===== src/rtl/hongwai_uart_report_pkg.sv =====
// Shared constants, state encoding and frame-byte helper for the hongwai UART status reporter.
package hongwai_uart_report_pkg;

    localparam logic [7:0] HEADER_DEFAULT = 8'hA5;
    localparam int         FRAME_BYTES    = 3;
    localparam logic [1:0] LAST_BYTE_IDX  = 2'(FRAME_BYTES - 1);

    typedef enum logic [1:0] {
        IDLE  = 2'd0,
        START = 2'd1,
        DATA  = 2'd2,
        STOP  = 2'd3
    } tx_state_t;

    // Byte 2 is a simple XOR checksum of the header and payload bytes.
    function automatic logic [7:0] frame_byte(input logic [1:0] idx,
                                              input logic [7:0] header,
                                              input logic [1:0] payload);
        logic [7:0] result;
        case (idx)
            2'd0:    result = header;
            2'd1:    result = {6'b0, payload};
            default: result = header ^ {6'b0, payload};
        endcase
        return result;
    endfunction

endpackage


===== src/rtl/hongwai_uart_report_uart_tx_byte.sv =====
// 8N1 byte transmitter; a start pulse at the end of a stop bit chains the next byte with no gap.
module hongwai_uart_report_uart_tx_byte
    import hongwai_uart_report_pkg::*;
#(
    parameter int BPS_CNT = 5208
) (
    input  logic       clk,
    input  logic       rst_n,
    input  logic       start,
    input  logic [7:0] data,
    output logic       tx,
    output logic       busy,
    output logic       done
);

    tx_state_t   state;
    tx_state_t   next_state;
    logic [15:0] bit_cnt;
    logic [2:0]  bit_idx;
    logic [7:0]  shift;
    logic        bit_end;
    logic        load;

    assign bit_end = (bit_cnt == 16'(BPS_CNT - 1));
    assign load    = start && ((state == IDLE) || done);

    always_ff @(posedge clk or negedge rst_n) begin
        if (!rst_n) begin
            state <= IDLE;
        end else begin
            state <= next_state;
        end
    end

    always_comb begin
        next_state = state;
        done       = 1'b0;
        case (state)
            IDLE: begin
                if (start) begin
                    next_state = START;
                end
            end
            START: begin
                if (bit_end) begin
                    next_state = DATA;
                end
            end
            DATA: begin
                if (bit_end && (bit_idx == 3'd7)) begin
                    next_state = STOP;
                end
            end
            STOP: begin
                if (bit_end) begin
                    done       = 1'b1;
                    next_state = start ? START : IDLE;
                end
            end
            default: next_state = IDLE;
        endcase
    end

    always_ff @(posedge clk or negedge rst_n) begin
        if (!rst_n) begin
            bit_cnt <= 16'd0;
            bit_idx <= 3'd0;
            shift   <= 8'd0;
        end else begin
            if ((state == IDLE) || bit_end) begin
                bit_cnt <= 16'd0;
            end else begin
                bit_cnt <= bit_cnt + 16'd1;
            end
            if (state == START) begin
                bit_idx <= 3'd0;
            end else if ((state == DATA) && bit_end) begin
                bit_idx <= bit_idx + 3'd1;
            end
            if (load) begin
                shift <= data;
            end
        end
    end

    // Line outputs are registered from the current state, so the wire lags the FSM by one clock.
    always_ff @(posedge clk or negedge rst_n) begin
        if (!rst_n) begin
            tx   <= 1'b1;
            busy <= 1'b0;
        end else begin
            case (state)
                START:   tx <= 1'b0;
                DATA:    tx <= shift[bit_idx];
                default: tx <= 1'b1;
            endcase
            busy <= (state != IDLE);
        end
    end

endmodule


===== src/rtl/hongwai_uart_report.sv =====
// Reports every change of the bump/dip classification as a 3-byte UART frame: header, payload, checksum.
module hongwai_uart_report
    import hongwai_uart_report_pkg::*;
#(
    parameter int         BPS_CNT = 5208,
    parameter logic [7:0] HEADER  = HEADER_DEFAULT
) (
    input  logic       clk,
    input  logic       rst_n,
    input  logic [1:0] flag_tu_ao,
    output logic       tx,
    output logic       tx_busy,
    output logic [7:0] frame_cnt
);

    logic [1:0] flag_q;
    logic [1:0] last_sent;
    logic [1:0] payload;
    logic [1:0] byte_idx;
    logic       active;
    logic       launch;
    logic       byte_done;
    logic       byte_start;
    logic [1:0] byte_sel;
    logic [7:0] byte_data;

    // Changes are ignored while a frame is in flight; the compare resumes once it ends.
    assign launch     = !active && (flag_q != last_sent);
    assign byte_start = launch || (byte_done && (byte_idx != LAST_BYTE_IDX));
    assign byte_sel   = launch ? 2'd0 : (byte_idx + 2'd1);
    assign byte_data  = frame_byte(byte_sel, HEADER, payload);

    always_ff @(posedge clk or negedge rst_n) begin
        if (!rst_n) begin
            flag_q    <= 2'b00;
            last_sent <= 2'b00;
            payload   <= 2'b00;
            byte_idx  <= 2'd0;
            active    <= 1'b0;
            frame_cnt <= 8'd0;
        end else begin
            flag_q <= flag_tu_ao;
            if (launch) begin
                payload   <= flag_q;
                last_sent <= flag_q;
                byte_idx  <= 2'd0;
                active    <= 1'b1;
            end else if (byte_done) begin
                if (byte_idx != LAST_BYTE_IDX) begin
                    byte_idx <= byte_idx + 2'd1;
                end else begin
                    active    <= 1'b0;
                    frame_cnt <= frame_cnt + 8'd1;
                end
            end
        end
    end

    hongwai_uart_report_uart_tx_byte #(
        .BPS_CNT (BPS_CNT)
    ) u_tx_byte (
        .clk   (clk),
        .rst_n (rst_n),
        .start (byte_start),
        .data  (byte_data),
        .tx    (tx),
        .busy  (tx_busy),
        .done  (byte_done)
    );

endmodule


===== config.mk =====
export PLATFORM = sky130hd
export DESIGN_NAME = hongwai_uart_report
export DESIGN_NICKNAME = d
export VERILOG_FILES = /design/src/rtl/hongwai_uart_report_pkg.sv /design/src/rtl/hongwai_uart_report_uart_tx_byte.sv /design/src/rtl/hongwai_uart_report.sv
export SDC_FILE = /design/constraint.sdc
export NUM_CORES = 1
export LEC_CHECK = 0
export CORE_AREA = 10 10 79 81
export DETAILED_ROUTE_END_ITERATION = 6
export DIE_AREA = 0 0 89 91
export PLACE_DENSITY = 0.75
export SKIP_CTS_REPAIR_TIMING = 1
export SLEW_MARGIN = 20
export SYNTH_ARGS = -nofsm -noshare
export SYNTH_HDL_FRONTEND = slang
export SYNTH_SLANG_ARGS = --single-unit
export TNS_END_PERCENT = 5

===== constraint.sdc =====
create_clock -name clk -period 2.6 [get_ports clk]
set_clock_uncertainty 0.15 [all_clocks]
set_input_delay 0.52 -clock clk [delete_from_list [all_inputs] [get_ports clk]]
set_output_delay 0.52 -clock clk [all_outputs]
set_load 0.03 [all_outputs]

# Yosys cells after proc, flatten, opt, wreduce, memory -nomap -nowiden

Index checks and enable logic that the tools add are counted.
Widths: inputs -> output; s select.

Add/sub/neg operators: 4
Bitwise operators: 3
Eq/ne operators: 13
Reductions and logical operators: 19
Magnitude comparators: 1
Multiplexer cells: 22

Operators with widths:

| operator              | number |
|---|---|
| $add 16x1->16 const B | 1 |
| $eq 16x13->1 const B  | 1 |
| $mux 16               | 1 |
| $mux 2                | 8 |
| $pmux 8 s2            | 1 |
| $add 8x1->8 const B   | 1 |
| $ne 2x1->1 const B    | 4 |
| $pmux 2 s4            | 1 |
| $reduce_bool 2->1     | 4 |
| $mux 1                | 7 |
| $mux 3                | 2 |
| $logic_and 1x1->1     | 5 |
| $eq 2x1->1 const B    | 2 |
| $eq 2x2->1 const B    | 2 |
| $logic_not 2->1       | 2 |
| $lt 3x4->1 const B    | 1 |
| $ne 2x2->1 const B    | 2 |
| $not 1->4             | 1 |
| $reduce_and 2->1      | 2 |
| $reduce_and 4->1      | 1 |
| $add 3x1->3 const B   | 1 |
| $bmux 1 s3            | 1 |
| $eq 3x3->1 const B    | 1 |
| $logic_or 1x1->1      | 3 |
| other kinds (6)       | 7 |

Bits of input ports: 4
Flip-flop bits (word level): 46
Output and inout port bits: 10
Word-level logic and storage cells: 73

# Depth between registers and ports, before layout

Gate-level depths: netlist of the first run.

Word-level depth: 8
Mapped depth: 7
Depth with buffers taken out: 7

# Cells and area by module

A second synthesis of the first run with hierarchy kept.

Cells, all modules: 195
Area, all modules: 2289.7 um2

By module, submodules not included:

| module                           | area each (um2) | cells an instance | instances | sequential area each (um2) |
|---|---|---|---|---|
| hongwai_uart_report_uart_tx_byte | 1592.8          | 135               | 1         | 777.0 |
| hongwai_uart_report              | 696.9           | 60                | 1         | 375.4 |

# Least setup slack after synthesis of the first run

Ideal clock, no wire load.

Kind: flip-flop to flip-flop
Start point: register u_tx_byte.bit_cnt[11]
End point: register frame_cnt[5]
Period minus slack after synthesis: 2093 ps
Data arrival time: 1863 ps
Setup time: 80 ps
Setup slack: 507 ps
Cell stages (with the launch flop): 7
Path buffers: 1
Data required time: 2370 ps
Cells stage by stage: dfrtp_1 nor4b_4 nand4_2 or4_1 buf_6 nor3_2 xor2_1

Cells in the longest elaborated chain, start to end: 4

RTL lines:

| item                              | line                                   | source |
|---|---|---|
| start, declared                   | hongwai_uart_report_uart_tx_byte.sv:18 | `logic [15:0] bit_cnt;` |
| start signal, assigned            | hongwai_uart_report_uart_tx_byte.sv:73 | `bit_cnt <= bit_cnt + 16'd1;` |
| $eq 16x13->1                      | hongwai_uart_report_uart_tx_byte.sv:24 | `assign bit_end = (bit_cnt == 16'(BPS_CNT - 1));` |
| $mux 1                            | hongwai_uart_report_uart_tx_byte.sv:55 | `if (bit_end) begin` |
| $mux 1                            | hongwai_uart_report_uart_tx_byte.sv:38 | `case (state)` |
| $reduce_and 3->1 (no source line) | -                                      |  |
| end signal, assigned              | hongwai_uart_report.sv:53              | `frame_cnt <= frame_cnt + 8'd1;` |
| end, declared                     | hongwai_uart_report.sv:13              | `output logic [7:0] frame_cnt` |

Every way passes these cells.
A chain may end at the register's enable or synchronous reset.

# Worst setup path after layout of the first run

Start point: register u_tx_byte.bit_cnt[13]
End point: register frame_cnt[5]

Same word-level chain as after synthesis.

==> metrics.yaml, run 1 <==
ir_worst_vdd_v: 0.000413
power_density_nw_per_um2: 664
wl_um: 3750
synthesis.instances: 198
relSlewSlack: 0.542
nets: 234
htree_levels: 2
avgSynthCellArea_um2: 10.5
grt_first_pass_wirelength_um: 6770
drc_errors: 0
syn_to_final_growth_pct: 14.1
cp_data_required_time_ns: 2.67
drtIter0Drc: 53
synth-async-reset-ratio: 1.00
ys_seq_elements: 41
dieArea_um2: 8100
top_layer: "met4"
crit_arrival_ns: 2.34
max_freq_ghz: 0.441
clock_latency_ns: 0.29
drive_above_1_share: 0.104
met1_length_um: 1830
fin_crit_sh: 0.872
wl_per_cell_um: 13.6
final_cell_mix: "dfrtp_1, nor2_1, xnor2_1"
fin_crit_ns: 2.27
hold_viol: 0
setup_viol_count_final: 0
vias_per_cell: 5.29
wl_met3_um: 133
hold_slack_ns: 0.314
ys_types: 39
gp_congestion: 0.808
chipHeight_um: 91
switching_power_mw: 0.509
rsz0062_at_grt: "no"
synthFlopType: "dfrtp_1"
dp_hpwl_um: 2870
dp.cells: 266
clk_pin_slew_worst_paths_ns: 0.08
ant_nets: 0
grt_pass1_vias: 1470
p_leak_nw: 1.07
io_pins: 14
worst_pin_slew_ns: 0.687
synth_nets: 212
initial_core_util: 0.446
rrSetupSlack_ns: 0.33
cp-start-kind: "flip-flop"
route.met2.wl_um: 1730
die_w_um: 89
fillers: 428
cts_buffers: 5
cts_tree: "done"
switching_share: 0.323
power_frac_seq: 0.482
path_class: "flip-flop to flip-flop"
drv_slew: 0
drt_pass1_iterations: 4
antenna_found_initial: 0
crit_path_max_fanout: 6
cts-root-buf: "clkbuf_8"
grt_max_degree: 21
clkPwrFrac: 0.253
clkSinkCount: 41
track_usage: 0.104
status: "completed"
core_area_um2: 4660
internal_power_mw: 1.07
cts_buffer_depth: 2
overflow: 0
maxCapViolations: 0
diodes: 0
io_buffers: 13
min_path_type: "flip-flop to flip-flop"
synth-edff-count: 0
endpoint_kind: "flip-flop"
yosys_warnings: 0
comb_power_share: 0.265
layoutNonFillerInstCount: 275
fin_tns_setup_ns: 0
fp-row-count: 25
synth-seq-area-share: 0.494
final_common_cell: "dfrtp_1"
netlist_area_um2: 2080
num_vias: 1454
[synth_stat cells, drive strengths merged, types with 2 or more instances]
library cell  number  area (um^2)
a211oi             2         15.0
mux2               3         33.8
clkbuf             2         7.51
ha                10          125
a22o               2         17.5
nand4              5         37.5
nand3             11         55.1
nand2b             3         18.8
and3               4         27.5
a31oi              3         18.8
dfrtp             40         1000
nand2             15         56.3
inv               12         45.0
nor2              25         93.8
a21oi              7         35.0
xor2               9         78.8
nor4b              4         71.3
nor3               9         61.3
xnor2             16          140
nor4               3         18.8
and4               2         18.8
[sequential cells by signal, summed over array words and instances (netlist names)]
signal / cells
flag_q: 2
active: 1
u_tx_byte.shift: 3
payload: 2
u_tx_byte.bit_idx: 3
u_tx_byte.tx: 1
u_tx_byte.state: 2
u_tx_byte.bit_cnt: 16
frame_cnt: 8
u_tx_byte.busy: 1
byte_idx: 2
[path summary, 6_finish.rpt]
kind / startpoint / cells past startpoint / end
setup / recovery: u_tx_byte.bit_cnt[13] / 5 / frame_cnt[5]
hold / removal: frame_cnt[7] / 1 / frame_cnt[7]
setup reg to reg: u_tx_byte.bit_cnt[13] / 5 / frame_cnt[5]
hold reg to reg: frame_cnt[7] / 1 / frame_cnt[7]
max in group asynchronous: rst_n / 3 / u_tx_byte.bit_cnt[2]
min in group asynchronous: rst_n / 2 / u_tx_byte.state[0]
[layer usage]
layer / track usage / vias to the layer above
li1: - / 725
met1: 0.138 / 705
met2: 0.156 / 18
met3: 0.0331 / 6
met4: 0.0318 / 0
met5: 0 / -
[worst max-delay path, stage by stage, from the launching register on]
cell and delay, ns:
dfrtp_1 0.42, nor4b_2 0.37, nand4_2 0.20, or4_1 0.65, nor3_2 0.25, xor2_1 0.16
[cell families after synthesis]
kind of cell	synth area share
AND/OR/NAND/NOR	0.228
buffers and inverters	0.0307
AO/OA/AOI/OAI	0.0613
multiplexers	0.0210
adder cells (fa/ha/maj)	0.0601
flip-flops	0.494
XOR/XNOR	0.105
[area by class of cell]
type,count,area (um^2),area share
Clock buffer,8,80.1,0.0337
Inverter,12,45.0,0.0190
Multi-Input combinational cell,142,990,0.417
Sequential cell,41,1030,0.433
Tap cell,54,67.6,0.0285
Timing Repair Buffer,18,165,0.0695
[power groups by stage]
stage | clock network (mW) | registers, mW | logic (mW)
6_report | 0.398 | 0.761 | 0.418
3_5_place_dp | 0 | 0.774 | 0.420
4_1_cts | 0.415 | 0.761 | 0.425
3_3_place_gp | 0 | 0.771 | 0.417
5_1_grt | 0.434 | 0.774 | 0.476
2_1_floorplan | 0 | 0.794 | 0.277
[through the flow]
stage | utilization | setup WS, ns | power, mW | area, um^2
after floorplan | - | 0.507 | 1.07 | 2080
after global placement | 0.490 | 0.393 | 1.19 | 2280
after detailed placement | 0.490 | 0.342 | 1.19 | 2280
after CTS | 0.507 | 0.321 | 1.60 | 2360
after global routing | 0.510 | 0.187 | 1.68 | 2370
final | 0.510 | 0.332 | 1.58 | 2370
(Power assumes the default switching activity.)
==> run 2, diff against run 1 <==
ABC_AREA = 0   (was unset)
==> results of run 2 <==
No change in the layout: final DEF, timing and power equal those of run 1.
